$ cat config.mk
export PLATFORM = sky130hd
export DESIGN_NAME = serial_adder
export DESIGN_NICKNAME = d
export VERILOG_FILES = /design/src/rtl/serial_adder.sv
export SDC_FILE = /design/constraint.sdc
export NUM_CORES = 1
export LEC_CHECK = 0
export ABC_AREA = 1
export ABC_CLOCK_PERIOD_IN_PS = 1500
export CAP_MARGIN = 10
export CORE_ASPECT_RATIO = 0.9
export CORE_MARGIN = 10
export CORE_UTILIZATION = 43
export CTS_BUF_LIST = sky130_fd_sc_hd__clkbuf_4
export DETAILED_ROUTE_END_ITERATION = 10
export PLACE_DENSITY = 0.64
export SYNTH_ARGS = -nofsm -noshare
export SYNTH_HDL_FRONTEND = slang
export SYNTH_HIERARCHICAL = 1
export SYNTH_SLANG_ARGS = --single-unit
$ cat constraint.sdc
create_clock -name clk -period 1.5 [get_ports clk]
set_input_delay 0.3 -clock clk [delete_from_list [all_inputs] [get_ports clk]]
set_output_delay 0.3 -clock clk [all_outputs]
set_load 0.05 [all_outputs]
$ cat src/rtl/serial_adder.sv
`default_nettype none
// +----------------------------------------------------------------------------+
// | serial_adder: bit-serial WIDTH-bit adder built on a single full adder cell. |
// | Rev 1.0 - initial release                                                  |
// +----------------------------------------------------------------------------+

module full_adder (
  input  logic a,
  input  logic b,
  input  logic c,
  output logic s,
  output logic co
);
  assign s  = a ^ b ^ c;
  assign co = (a & b) | (c & (a ^ b));
endmodule

module serial_adder #(
  parameter int WIDTH = 8
) (
  input  logic             clk,
  input  logic             rst,
  input  logic             start,
  input  logic [WIDTH-1:0] a_in,
  input  logic [WIDTH-1:0] b_in,
  input  logic             cin,
  output logic             busy,
  output logic             done,
  output logic [WIDTH-1:0] sum,
  output logic             cout
);
  localparam int                CNT_W  = $clog2(WIDTH);
  localparam logic [CNT_W-1:0]  C_LAST = CNT_W'(WIDTH - 1);

  typedef enum logic [1:0] {
    S_IDLE = 2'd0,
    S_RUN  = 2'd1,
    S_DONE = 2'd2
  } state_t;

  state_t           r_state;
  state_t           w_state_next;
  logic [WIDTH-1:0] r_a_sr;
  logic [WIDTH-1:0] r_b_sr;
  // Only the upper WIDTH-1 result bits need storage; the last bit goes straight to sum.
  logic [WIDTH-2:0] r_res;
  logic [WIDTH-1:0] w_res_next;
  logic             r_carry;
  logic [CNT_W-1:0] r_cnt;
  logic             w_s;
  logic             w_co;
  logic             w_load;
  logic             w_step;
  logic             w_last;

  full_adder u_fa (
    .a  (r_a_sr[0]),
    .b  (r_b_sr[0]),
    .c  (r_carry),
    .s  (w_s),
    .co (w_co)
  );

  assign w_res_next = {w_s, r_res};

  always_comb begin
    w_state_next = r_state;
    w_load       = 1'b0;
    w_step       = 1'b0;
    w_last       = 1'b0;
    case (r_state)
      S_IDLE: begin
        if (start) begin
          w_load       = 1'b1;
          w_state_next = S_RUN;
        end
      end
      S_RUN: begin
        w_step = 1'b1;
        if (r_cnt == C_LAST) begin
          w_last       = 1'b1;
          w_state_next = S_DONE;
        end
      end
      S_DONE: begin
        w_state_next = S_IDLE;
      end
      default: begin
        w_state_next = S_IDLE;
      end
    endcase
  end

  always_ff @(posedge clk) begin
    if (rst) begin
      r_state <= S_IDLE;
      r_a_sr  <= '0;
      r_b_sr  <= '0;
      r_res   <= '0;
      r_carry <= 1'b0;
      r_cnt   <= '0;
      busy    <= 1'b0;
      done    <= 1'b0;
      sum     <= '0;
      cout    <= 1'b0;
    end else begin
      r_state <= w_state_next;
      done    <= w_last;
      if (w_load) begin
        r_a_sr  <= a_in;
        r_b_sr  <= b_in;
        r_carry <= cin;
        r_res   <= '0;
        r_cnt   <= '0;
        busy    <= 1'b1;
      end
      if (w_step) begin
        r_a_sr  <= {1'b0, r_a_sr[WIDTH-1:1]};
        r_b_sr  <= {1'b0, r_b_sr[WIDTH-1:1]};
        r_carry <= w_co;
        r_res   <= w_res_next[WIDTH-1:1];
        // Wrap explicitly so a power-of-two WIDTH never relies on counter overflow.
        r_cnt   <= w_last ? '0 : r_cnt + 1'b1;
      end
      if (w_last) begin
        busy <= 1'b0;
        sum  <= w_res_next;
        cout <= w_co;
      end
    end
  end
endmodule

`default_nettype wire

==> flow_metrics.py <==
metrics = {
    "outcome": {
        "status": "finished clean",
    },
    "setup_path": {
        "cp-end-kind": "flip-flop",
        "cp.arrival_ps": 1550,
        "path_class": "flip-flop to flip-flop",
        "critical_path.cell_chain": "inv_4 -> nor2_4 -> nand2_4 -> nor2_8 -> nand2_1 -> nand2_1",
        "cp-start-kind": "flip-flop",
        "rrSetupSlack_ps": 250,
        "slowest_stage": "dfxtp_1",
        "slowest_delay_ps": 560,
        "required_ps": 1800,
        "cpMostUsedCell": "nand2_1",
        "cp_max_fo": 12,
    },
    "final_layout": {
        "final_common_cell": "nand2_1",
        "drive_gt1_share_pct": 11.8,
        "multi_input_area_um2": 841,
        "antenna_cells": 0,
        "nFillCells": 411,
        "final_cell_mix": "nand2_1 (97), dfxtp_1 (40), nor2_1 (39)",
        "area_growth_pct": 25.3,
        "fin_nets": 311,
        "ff_latch_area_um2": 801,
    },
    "synth": {
        "synth.area.mux_share_pct": 0,
        "ys_ff_latch": 40,
        "yosys.area_share.simple_pct": 39.2,
        "synth_fa_ha_area_share_pct": 2.46,
        "ys_warn_count": 6,
        "synth_cells": 259,
        "syn-cell-area_mm2": 0.00183,
        "synth_compound_area_share_pct": 4.16,
        "seq_area_frac_synth_pct": 43.7,
        "syn_nets": 282,
        "synth_xor_xnor_area_share_pct": 0,
        "synth_top_family_by_area": "simple AND/OR/NAND/NOR gates",
        "ys_types": 21,
        "syn_avg_cell_area_um2": 7.08,
    },
    "clock_tree": {
        "cts_resized": 0,
        "tritoncts": "done",
        "clkTransAtPathRegs_ps": 120,
        "cts_made_buffers": 5,
        "insertion_delay_ps": 350,
        "post_cts_buffers": 0,
        "cts_hold_buf": 0,
        "cts_buffer_depth": 2,
        "htree_num_levels": 2,
        "cts_sinks": 40,
        "ctsRootBufferMaster": "clkbuf_4",
    },
    "sta": {
        "period_needed_ps": 1250,
        "drv_slew": 0,
        "maxClockFrequency_ghz": 0.799,
        "setup_violations": 0,
        "tns_ps": 0,
        "clock_skew_ps": 7.30,
        "hold_viol": 0,
        "rsz0062_at_grt": "false",
        "setup_ws_ps": 248,
        "relSlewSlack_pct": 69.6,
        "fin_crit_sh_pct": 83.5,
        "tightest_slew_ps": 456,
    },
    "placed_design": {
        "dp_hpwl_mm": 2.57,
        "gp_congestion": 0.745,
        "preCtsSetupSlack_ps": 54.3,
        "port_buffers": 30,
    },
    "floorplanning": {
        "core-area_mm2": 0.00410,
        "dieWidth_um": 88.8,
        "ios": 31,
        "chipHeight_um": 81.9,
        "rows": 22,
        "die-area_mm2": 0.00728,
        "start_util_pct": 44.7,
    },
    "power_and_ir_drop": {
        "powerDensity_mw_per_mm2": 871,
        "peakVddDrop_v": 0.000408,
        "p_leak_nw": 1.08,
    },
    "route": {
        "first_iter_violations": 95,
        "drt-wirelength-per-cell_um": 11.2,
        "via_per_inst": 4.61,
        "drtAntennaViolNets": 0,
        "wl_mm": 3.79,
        "post-route-drc-count": 0,
        "drt_first_pass_iters": 4,
        "vias": 1555,
    },
    "grt": {
        "grt_use_total_pct": 11.3,
        "grt_pass1_vias": 1439,
        "grt_pass1_wl_mm": 6.59,
        "grt_max_degree": 41,
        "grt_antenna_before_repair": 0,
        "overflow": 0,
    },
    "worst_hold_path": {
        "min-delay-path-class": "flip-flop to flip-flop",
    },
    "job": {
        "max_cap_violations": 0,
    },
}
worst paths after layout:
| kind | cells past startpoint | from | to |
|---|---|---|---|
| min reg2reg | 2 | r_res[0] | sum[0] |
| max reg2reg | 6 | r_state[0] | sum[7] |
| min | 2 | r_res[0] | sum[0] |
| max | 6 | r_state[0] | sum[7] |
power by group:
group | internal [W] | leakage [nW] | total (W) | switching (W)
clock | 0.000172 | 0.0324 | 0.000521 | 0.000348
sequential | 0.00112 | 0.327 | 0.00115 | 0.0000352
combinational | 0.000149 | 0.718 | 0.000329 | 0.000180
total | 0.00144 | 1.08 | 0.00200 | 0.000563
layout make-up:
class                      instances  share of cell area [%]
clock buffer                       5                    1.63
clock inverter                     3                   0.599
inverter                          21                    3.65
multi-input combinational        185                    36.6
sequential                        40                    34.9
tap                               48                    2.61
timing repair buffer              35                    20.0
critical path, delay by kind of cell (launching register included):
family	cells	cell delay, ps
AND/OR/NAND/NOR	5	590
buffers and inverters	1	60
flip-flops	1	560
per-stage QoR:
step	cells	util, %	hold slack (ps)	total power [W]	instance area, um^2
6_report	337	56.0	455	0.00200	2300
2_1_floorplan	259	-	369	0.00141	1830
3_3_place_gp	329	54.8	430	0.00150	2250
5_1_grt	337	56.0	483	0.00210	2300
3_5_place_dp	329	54.8	437	0.00151	2250
4_1_cts	337	56.0	459	0.00202	2300
cell usage after synthesis:
cell	instances	area, um^2
nand2_1	97	364
dfxtp_1	40	801
nor2_1	39	146
nand3_1	25	125
inv_1	18	67.6
a21oi_1	10	50.1
buf_6	6	67.6
buf_2	5	25.0
nand2_4	3	33.8
buf_4	2	15.0
ha_1	2	25.0
inv_4	2	12.5
o21ai_0	2	10.0
fa_1	1	20.0
inv_2	1	3.75
nand2_2	1	6.26
nand4_1	1	6.26
nor2_2	1	6.26
nor2_4	1	11.3
nor2_8	1	20.0
o21ai_4	1	16.3
state kept, by name, indices dropped and copies added (netlist names), 2 cells and up:
name and flops:
r_a_sr 8, r_b_sr 8, sum 8, r_res 7, r_cnt 3, r_state 2
layer usage:
metal	global-route usage, %	vias up	routed length [um]	share of wire (%)
met3	4.25	6	173	4.6
met5	0	-	0	0
li1	-	849	-	-
met1	14.5	681	1870	49
met4	3.39	0	47	1.2
met2	17.3	19	1700	45
cells by family after synthesis:
logic type                 after synthesis
DFF                                     40
buffers and inverters                   34
adders and majority gates                3
AOI/OAI and AO/OA                       13
and+or+nand+nor                        169
(Power assumes the default switching activity.)
